**src/rtl/seg_scan_ctrl.sv**
```systemverilog
// Eight-digit seven-segment scan controller: steps one digit per scan_clk rising edge
// with an all-off guard gap, and commits shadowed display writes only at frame wrap.
module seg_scan_ctrl #(
  parameter int NUM_DIGITS = 8,
  parameter int GAP_CYCLES = 4
) (
  input  logic        clk_in,
  input  logic        reset,
  input  logic        scan_clk,
  input  logic        wr_req,
  input  logic [31:0] wr_data,
  input  logic [7:0]  wr_dp,
  input  logic [7:0]  wr_blank,
  output logic        wr_ack,
  output logic [2:0]  digit_sel,
  output logic [3:0]  nibble,
  output logic        dp,
  output logic [7:0]  an,
  output logic        frame_done
);

  typedef enum logic [1:0] {IDLE, GAP, DRIVE} state_t;

  localparam logic [2:0] LAST_PTR = 3'(NUM_DIGITS - 1);
  localparam logic [7:0] GAP_LAST = 8'(GAP_CYCLES - 1);

  state_t      state_q, state_d;
  logic [2:0]  ptr_q, ptr_d;
  logic [7:0]  gap_cnt_q, gap_cnt_d;
  logic        sync1_q, sync1_d, sync2_q, sync2_d, hist_q, hist_d;
  logic        pending_q, pending_d;
  logic [31:0] shadow_data_q, shadow_data_d, active_data_q, active_data_d;
  logic [7:0]  shadow_dp_q, shadow_dp_d, active_dp_q, active_dp_d;
  logic [7:0]  shadow_blank_q, shadow_blank_d, active_blank_q, active_blank_d;
  logic        wr_ack_q, wr_ack_d, frame_done_q, frame_done_d;
  logic [7:0]  an_q, an_d;
  logic [2:0]  digit_sel_q, digit_sel_d;
  logic [3:0]  nibble_q, nibble_d;
  logic        dp_q, dp_d;
  logic        step, wrap;

  always_comb begin
    sync1_d        = scan_clk;
    sync2_d        = sync1_q;
    hist_d         = sync2_q;
    step           = sync2_q & ~hist_q;
    wrap           = 1'b0;
    state_d        = state_q;
    ptr_d          = ptr_q;
    gap_cnt_d      = gap_cnt_q;
    pending_d      = pending_q;
    shadow_data_d  = shadow_data_q;
    shadow_dp_d    = shadow_dp_q;
    shadow_blank_d = shadow_blank_q;
    active_data_d  = active_data_q;
    active_dp_d    = active_dp_q;
    active_blank_d = active_blank_q;
    wr_ack_d       = 1'b0;

    // Steps arriving during the gap are intentionally dropped.
    case (state_q)
      IDLE: begin
        if (step) begin
          state_d   = GAP;
          gap_cnt_d = 8'd0;
          ptr_d     = 3'd0;
        end
      end
      GAP: begin
        if (gap_cnt_q == GAP_LAST) begin
          state_d   = DRIVE;
          gap_cnt_d = 8'd0;
        end else begin
          gap_cnt_d = gap_cnt_q + 8'd1;
        end
      end
      DRIVE: begin
        if (step) begin
          state_d   = GAP;
          gap_cnt_d = 8'd0;
          if (ptr_q == LAST_PTR) begin
            ptr_d = 3'd0;
            wrap  = 1'b1;
          end else begin
            ptr_d = ptr_q + 3'd1;
          end
        end
      end
      default: state_d = IDLE;
    endcase

    frame_done_d = wrap;
    if (wrap && pending_q) begin
      active_data_d  = shadow_data_q;
      active_dp_d    = shadow_dp_q;
      active_blank_d = shadow_blank_q;
      pending_d      = 1'b0;
    end

    // Capture and commit are exclusive: one needs pending clear, the other set.
    if (wr_req && !pending_q) begin
      shadow_data_d  = wr_data;
      shadow_dp_d    = wr_dp;
      shadow_blank_d = wr_blank;
      pending_d      = 1'b1;
      wr_ack_d       = 1'b1;
    end

    an_d = 8'hFF;
    if (state_d == DRIVE && ptr_d <= LAST_PTR && !active_blank_d[ptr_d]) begin
      an_d[ptr_d] = 1'b0;
    end
    digit_sel_d = ptr_q;
    nibble_d    = active_data_q[{ptr_q, 2'b00} +: 4];
    dp_d        = ~active_dp_q[ptr_q];
  end

  always_ff @(posedge clk_in) begin
    if (!reset) begin
      state_q        <= IDLE;
      ptr_q          <= 3'd0;
      gap_cnt_q      <= 8'd0;
      sync1_q        <= 1'b0;
      sync2_q        <= 1'b0;
      hist_q         <= 1'b0;
      pending_q      <= 1'b0;
      shadow_data_q  <= 32'd0;
      shadow_dp_q    <= 8'd0;
      shadow_blank_q <= 8'd0;
      active_data_q  <= 32'd0;
      active_dp_q    <= 8'd0;
      active_blank_q <= 8'hFF;
      wr_ack_q       <= 1'b0;
      frame_done_q   <= 1'b0;
      an_q           <= 8'hFF;
      digit_sel_q    <= 3'd0;
      nibble_q       <= 4'd0;
      dp_q           <= 1'b1;
    end else begin
      state_q        <= state_d;
      ptr_q          <= ptr_d;
      gap_cnt_q      <= gap_cnt_d;
      sync1_q        <= sync1_d;
      sync2_q        <= sync2_d;
      hist_q         <= hist_d;
      pending_q      <= pending_d;
      shadow_data_q  <= shadow_data_d;
      shadow_dp_q    <= shadow_dp_d;
      shadow_blank_q <= shadow_blank_d;
      active_data_q  <= active_data_d;
      active_dp_q    <= active_dp_d;
      active_blank_q <= active_blank_d;
      wr_ack_q       <= wr_ack_d;
      frame_done_q   <= frame_done_d;
      an_q           <= an_d;
      digit_sel_q    <= digit_sel_d;
      nibble_q       <= nibble_d;
      dp_q           <= dp_d;
    end
  end

  assign wr_ack     = wr_ack_q;
  assign frame_done = frame_done_q;
  assign an         = an_q;
  assign digit_sel  = digit_sel_q;
  assign nibble     = nibble_q;
  assign dp         = dp_q;

endmodule
```
**config.mk**
```make
export PLATFORM = sky130hd
export DESIGN_NAME = seg_scan_ctrl
export DESIGN_NICKNAME = d
export VERILOG_FILES = /design/src/rtl/seg_scan_ctrl.sv
export SDC_FILE = /design/constraint.sdc
export NUM_CORES = 1
export LEC_CHECK = 0
export BUFFER_PORTS_ARGS = -buffer_cell sky130_fd_sc_hd__buf_2
export CORE_UTILIZATION = 51
export CTS_CLUSTER_SIZE = 14
export DETAILED_ROUTE_END_ITERATION = 12
export GPL_ROUTABILITY_DRIVEN = 0
export GPL_TIMING_DRIVEN = 1
export MAX_ROUTING_LAYER = met4
export PLACE_DENSITY = 0.77
export SLEW_MARGIN = 20
export SYNTH_ARGS = -nofsm -noshare
export SYNTH_HDL_FRONTEND = slang
export SYNTH_SLANG_ARGS = --single-unit
```
**constraint.sdc**
```tcl
create_clock -name clk_in -period 1.8 [get_ports clk_in]
set_input_delay 0.18 -clock clk_in [delete_from_list [all_inputs] [get_ports clk_in]]
set_output_delay 0.18 -clock clk_in [all_outputs]
set_load 0.005 [all_outputs]
```
======== Yosys cells after proc, flatten, opt, wreduce, memory -nomap -nowiden ========
Cells that the tools add are included.
word-level totals
  logic and storage cells ................. 72
  output and inout port bits .............. 18
  register bits after elaboration ......... 131
  input bits .............................. 52
cells by class
  add/subtract/negate cells ............... 2
  reductions and logical operators ........ 13
  equality and inequality tests ........... 6
  bitwise gates (word level) .............. 4
  magnitude comparators ................... 4
  muxes and demuxes ....................... 23
  shift operators ......................... 1
operator list
  kind                 number
  $shiftx 32x6->4      1
  $mux 8               3
  $pmux 8 s2           1
  $mux 1               9
  $mux 3               3
  $add 8x1->8 const B  1
  $eq 8x2->1 const B   1
  $lt 3x4->1 const B   2
  $not 8->8            1
  $bmux 1 s3           2
  $pmux 3 s2           1
  $logic_and 1x1->1    5
  $eq 2x2->1 const B   2
  $mux 2               2
  $pmux 2 s2           1
  $reduce_and 2->1     2
  $reduce_bool 2->1    2
  $add 3x1->3 const B  1
  $demux 1 s3          1
  $eq 3x3->1 const B   1
  $ge 3x1->1 const B   1
  $le 3x3->1 const B   1
  $eq 2x1->1 const B   1
  $logic_not 1->1      2
  5 further kinds      6

======== Logic depth before layout (Yosys ltp) ========
Gate-level depths: netlist of the first run.
  depth after elaboration ................. 11
  depth in mapped cells ................... 8
  depth with buffers taken out ............ 7

======== Worst setup path after synthesis of the first run ========
Ideal clock, no wire load.
  path type ............................... reg-to-reg
  start point ............................. register ptr_q[1] (netlist: digit_sel_d[1])
  end point ............................... register an_q[7] (netlist: an[7])
  period minus slack after synthesis ...... 1.939 ns
  stages on the path, launching flop included .. 7
  arrival ................................. 1.802 ns
  data required time ...................... 1.663 ns
  slack ................................... -0.139 ns
  path buffers ............................ 0
  setup time .............................. 0.137 ns
  path through ............................ dfxtp_1 -> ha_1 -> ha_1 -> or4bb_1 -> mux2_4 -> and2b_1 -> o2111ai_1
on the way
  cells in the longest elaborated chain, start to end .. 11
  elaborated cells between the ends (all ways) .. 24
  those cells by class .................... add/sub (1); order compare (3); eq/ne (1); mux (12); bitwise (1); reduce/logical (6)
ends and longest elaborated chain
  item                                                 RTL line  source
  start: declaration                                   28        logic [2:0] ptr_q, ptr_d;
  start signal: assignment                             141       ptr_q <= ptr_d;
  branches (longest 11 deep; another with $lt 3x4->1)  --
  end signal: assignment                               155       an_q <= an_d;
  end: declaration                                     36        logic [7:0] an_q, an_d;
Parallel ways; which one is timed is not known. The select of a mux whose other input is x is not followed.
A chain may end at the register's enable or synchronous reset.

======== Worst setup path after layout of the first run ========
Ends and elaborated chain as after synthesis.

==> summary.md, run 1 <==
| Metric | Value |
|---|---|
| WS Path Type | register to register |
| Failing checks | negative setup slack |
| Final period util | 106.1% |
| Via-to-Cell Ratio | 5.253 |
| Number of synthesized flops with an enable pin | 0 |
| I/O pin count | 70 |
| Top cell type's share of synthesized area | 52.02% |
| Yosys cell types | 53 |
| Mux contribution to synthesized area | 7.595% |
| Worst Hold Class | primary input to register |
| Worst Slack Setup Final | -110.3 ps |
| Post-DRT Antenna Nets | 0 |
| Core ar. | 9415 um^2 |
| TritonRoute pass-1 iters | 4 |
| Final Max Slew Viols | 0 |
| Main synth FF type | dfxtp_1 |
| DP Wirelength | 7082 um |
| Post-synthesis adder-cell area fraction | 0.7446% |
| Leakage Power | 2.670 nW |
| Clock Sink Count | 131 |
| Sequential share of the synthesized area | 52.02% |
| Area of the multi-input gates | 2316 um^2 |
| Overflow left after global routing | 0 |
| Non-filler instance count after layout | 851 |
| Syn nets | 639 |
| Max Clock Freq | 523.5 MHz |
| CP max FO | 3 |
| Die area | 10290 um^2 |
| Max Root-Sink Buffers | 2 |
| Vias in the first global route | 4518 |
| Clk root buf | clkbuf_8 |
| Post-synth top cells | nand2_1 (199), dfxtp_1 (131), a21oi_1 (92) |
| Maximum vdd drop | 0.5974 mV |
| Post-route DRC | 0 |
| Max-cap violations | 0 |
| CTS tree | done |
| Final hold vios | 0 |
| IO Port Bufs | 69 |
| Ant. Diodes | 0 |
| Clock slew at reported path FFs | 60 ps |
| Setup TNS | -509.2 ps |
| Status | finished with violations |
| Period minus WS final | 1910 ps |
| Placement Setup Slack | -80.01 ps |
| Register Area | 2630 um^2 |
| H-tree Lvls | 4 |
| Worst skew pair latency | 520 ps |
| Yosys reg bits | 131 |
| Cell taking the most area after synthesis | dfxtp_1 |
| Initial core utilization | 53.54% |
| Synth Instances | 584 |
| Largest net degree at the start of global routing | 105 |
| Via Count | 4470 |
| Clock Skews | 6.720 ps |
| WL/cell | 14.31 um |
| First DRT Iteration DRCs | 244 |
| Count leader, synth | nand2_1 |
| XOR/XNOR Fraction of Synth Area | 0% |
| Drt total wl | 12180 um |
| Worst path required time | 2180 ps |
| Layout Area Growth over Synthesis | 34.43% |
| Die span in x | 101.4 um |
| Filler Cell Count | 643 |
| Nets | 764 |
| Mapped Area | 5041 um^2 |
| Worst Max-Slew Pin Slew | 536.5 ps |
| Area share of and/or/nand/nor cells after synthesis | 23.33% |
| Syn Area/Cell | 8.632 um^2 |
| GRT Total Usage | 26.41% |
| CP endpoint kind | register |
| Synth area leaders | dfxtp_1 (52%), nand2_1 (15%), a21oi_1 (9.1%) |
| Initial antenna violation count | 0 |
| Synth Warn # | 0 |
| Final setup violation count | 7 |
| Global-route wire length before repair | 20310 um |
| TritonCTS buffer count | 17 |
| DIE HEIGHT | 101.4 um |
| Startpoint Class | register |
| Cell Rows | 35 |
| Placed Cells | 768 |
| RSZ-0062 raised after global routing | yes |
| Largest family of logic cells by synthesized area | simple AND/OR/NAND/NOR gates |
| Arrival @ worst endpoint | 2300 ps |
| PwrDens | 979.2 nW/um^2 |
| FFs w/ async S/R, synth | 0% |
| Synth Area in Compound Gates | 12.86% |
| Layout cells sized above 1 | 22.58% |
| Slew headroom | 63.90% |
## metrics by stage
stage / total power, mW / util, % / hold WS, ps / instance area, um^2
finish: 6.635 / 71.97 / 83.51 / 6777
global route: 6.887 / 71.97 / 82.40 / 6777
CTS: 6.648 / 71.56 / 64.95 / 6738
detailed placement: 3.359 / 60.09 / 413.0 / 5658
global placement: 3.350 / 60.09 / 413.9 / 5658
floorplan: 3.231 / - / 307.3 / 5070
## area by class of cell
type | instances | area share, %
inverters | 2 | 0.1108
well taps | 129 | 2.382
clock inverters | 12 | 1.791
multi-input cells | 412 | 34.18
flip-flops and latches | 131 | 38.81
clock buffers | 20 | 6.573
repair buffers | 145 | 16.16
## where the power goes
| part | switching (mW) | internal (mW) | total, mW |
|---|---|---|---|
| logic | 0.194 | 0.193 | 0.387 |
| clock network | 1.31 | 1.93 | 3.24 |
| registers | 0.0399 | 2.97 | 3.01 |
| total | 1.54 | 5.09 | 6.64 |
## final timing paths
path | from | endpoint | slack [ps] | cells after the start
setup reg to reg | digit_sel_d[1]$_SDFF_PN0_ | an[7]$_SDFF_PN1_ | -110 | 6
hold / removal | reset | active_blank_q[6]$_SDFF_PN1_ | 80 | 3
setup / recovery | digit_sel_d[1]$_SDFF_PN0_ | an[7]$_SDFF_PN1_ | -110 | 6
hold reg to reg | sync1_q$_SDFF_PN0_ | hist_d$_SDFF_PN0_ | 430 | 1
## cells by family (layout without fill, tap and decap cells)
group	after synthesis	in the layout
flip-flops	131	131
buffers and inverters	41	179
multiplexers	25	25
AND/OR/NAND/NOR	270	270
AO/OA/AOI/OAI	114	114
adder cells (fa/ha/maj)	3	3
## state kept, by name (all words and copies together), names as in the netlist, 2 cells and up
| register | cells |
|---|---|
| active_blank_q | 8 |
| active_dp_q | 8 |
| shadow_data_q | 32 |
| digit_sel | 3 |
| shadow_blank_q | 8 |
| gap_cnt_q | 8 |
| an | 8 |
| active_data_q | 32 |
| state_q | 2 |
| digit_sel_d | 3 |
| shadow_dp_q | 8 |
| nibble | 4 |
## metal layers
metal / vias to the layer above / part of all wire (%) / wire length [um] / GRT usage, %
li1: 2216 / - / - / -
met1: 2110 / 42 / 5147 / 29.74
met2: 119 / 51 / 6190 / 44.48
met3: 25 / 5.1 / 616 / 7.315
met4: 0 / 1.8 / 225 / 10.26
met5: - / 0 / 0 / -
## timing repair
item	CTS	global route
endpoints found under the hold margin	50	0
hold buffers	50	0
resized for setup	4	7
gates cloned	0	0
pin swaps	1	1
setup buffers	0	1
setup endpoints to repair	12	17
## layout by cell type (no fill, tap or decap), drive strengths merged, types with 3 or more instances in the layout
master       instances
nor2b                4
clkbuf              20
ha                   3
mux4                10
mux2i               12
a211oi               3
clkinv               6
mux2                 3
buf                 95
nand2              200
o21ai                4
nor2                18
and2                 8
inv                  6
and3                 5
dlygate4sd3         50
nand2b               4
nor4                 3
dfxtp              131
a21oi               92
nand3               14
## critical path: stages (launching register included)
cell and delay, ps:
dfxtp_4 350, ha_4 160, ha_4 260, or4bb_1 390, mux2_4 300, and2b_1 230, o2111ai_2 100
No activity file was read; power rests on OpenSTA's default activity.
==> run 2: changes to the inputs <==
MAX_ROUTING_LAYER = default   (was met4)
REMOVE_ABC_BUFFERS = 1   (was default)
==> summary.md, run 2 (same netlist as run 1, synthesis figures left out) <==
| Metric | Value |
|---|---|
| Status | finished with violations |
| Failing checks | negative setup slack |
| Worst skew pair latency | 510 ps |
| Clk root buf | clkbuf_8 |
| Power share of the combinational group | 6.0% |
| RR Startpoint | digit_sel_d[0]$_SDFF_PN0_ |
| CP endpoint kind | register |
| Setup TNS | -368.2 ps |
| Internal power | 5.065 mW |
| Largest registers | active_data_q x32, shadow_data_q x32 |
| Nets | 770 |
| Placed Instance Area | 5644 um^2 |
| Final setup violation count | 7 |
| RSZ-0062 raised after global routing | yes |
| Max Root-Sink Buffers | 2 |
| Arrival @ worst endpoint | 2290 ps |
| Initial core utilization | 53.54% |
| Clock slew at reported path FFs | 60 ps |
| WS Path Type | register to register |
| Clock power frac | 47.4% |
| Die area | 10290 um^2 |
| TritonCTS buffer count | 17 |
| Post-route DRC | 0 |
| Sequential power share | 46.6% |
| CP max FO | 3 |
| Post-DRT Antenna Nets | 0 |
| PwrDens | 948.2 nW/um^2 |
| CTS tree | done |
| Final Max Slew Viols | 0 |
| Max Clock Freq | 523.9 MHz |
| Maximum vdd drop | 0.6033 mV |
| GRT Total Usage | 25.01% |
| H-tree Lvls | 4 |
| Via-to-Cell Ratio | 5.265 |
| Clock Skews | 5.969 ps |
| WL/cell | 14.18 um |
| I/O pin count | 70 |
| Cell Rows | 35 |
| Filler Cell Count | 678 |
| Slew headroom | 66.41% |
| Final Util | 72.44% |
| Clock Sink Count | 131 |
| Global-route wire length before repair | 19750 um |
| Via Count | 4491 |
| Initial antenna violation count | 0 |
| Worst Max-Slew Pin Slew | 499.2 ps |
| Layout cells sized above 1 | 23.90% |
| Ant. Diodes | 0 |
| First DRT Iteration DRCs | 164 |
| Hold path start | scan_clk |
| Switching pwr | 1.402 mW |
| Worst Slack Setup Final | -108.8 ps |
| DIE HEIGHT | 101.4 um |
| Worst Hold Class | primary input to register |
| Period minus WS final | 1909 ps |
| Largest net degree at the start of global routing | 77 |
| IO Port Bufs | 69 |
| Most frequent cells in the layout | nand2_1 (198), dfxtp_1 (127), a21oi_1 (92) |
| Max-cap violations | 0 |
| DP Wirelength | 7011 um |
| Overflow left after global routing | 0 |
| Sw Ratio | 21.68% |
| WHS | 417.8 ps |
| Core ar. | 9415 um^2 |
| TritonRoute pass-1 iters | 5 |
| Reg2reg setup slack | -110 ps |
| Leakage Power | 2.671 nW |
| Worst path required time | 2180 ps |
| Final period util | 106.0% |
| Vias in the first global route | 4395 |
| Final hold vios | 0 |
| Finished Cell Area | 6820 um^2 |
| Drt total wl | 12100 um |
| Critical Path Start | digit_sel_d[0]$_SDFF_PN0_ |
| Most common cell after layout, fill and taps aside | nand2_1 |
| Startpoint Class | register |
| Die span in x | 101.4 um |
| Layout Area Growth over Synthesis | 35.29% |
[run 2: repair_timing]
item | 4_1_cts | 5_1_grt
endpoints found under the hold margin | 55 | 0
buffers inserted | 2 | 1
pin swaps | 7 | 2
setup endpoints to repair | 50 | 52
resized for setup | 16 | 15
hold buffers | 51 | 0
[run 2: critical path: stages, from the launching register on]
cell       delay (ps)
dfxtp_2           330
ha_4              160
ha_4              250
or4bb_1           380
mux2_4            290
and2b_1           240
o2111ai_1         130
[run 2: layout make-up]
type / instances / area [um^2] / area share, %
flip-flops and latches: 131 / 2628 / 38.53
multi-input cells: 412 / 2366 / 34.69
repair buffers: 151 / 1137 / 16.68
clock buffers: 22 / 462.9 / 6.788
well taps: 129 / 161.4 / 2.367
clock inverters: 6 / 57.56 / 0.8439
inverters: 2 / 7.507 / 0.1101
[run 2: path summary, 6_finish.rpt]
path	cells after the start	end
max	6	an[7]$_SDFF_PN1_
min	3	sync1_q$_SDFF_PN0_
max reg2reg	6	an[7]$_SDFF_PN1_
min reg2reg	2	active_data_q[13]$_SDFFE_PN0N_
[run 2: metrics by stage]
stage | std cells | power, mW | setup WS [ps]
2_1_floorplan | 545 | 3.212 | -1097
3_3_place_gp | 771 | 3.348 | -146.7
3_5_place_dp | 771 | 3.361 | -170.3
4_1_cts | 852 | 6.471 | -66.52
5_1_grt | 853 | 6.689 | -161.7
6_report | 853 | 6.467 | -108.8
[run 2: power by group through the flow]
stage / sequential, mW / clock, mW / combinational, mW
2_1_floorplan: 3.06 / 0 / 0.152
3_3_place_gp: 3.07 / 0 / 0.280
3_5_place_dp: 3.07 / 0 / 0.290
4_1_cts: 3.01 / 3.08 / 0.380
5_1_grt: 3.02 / 3.24 / 0.431
6_report: 3.01 / 3.06 / 0.389
[run 2: per-layer routing]
metal	vias up	part of all wire, %	track usage (%)
met3	39	4.9	6.349
met1	2089	43	30.37
met4	0	2.9	11.48
li1	2226	-	-
met5	-	0	0
met2	137	50	41.86
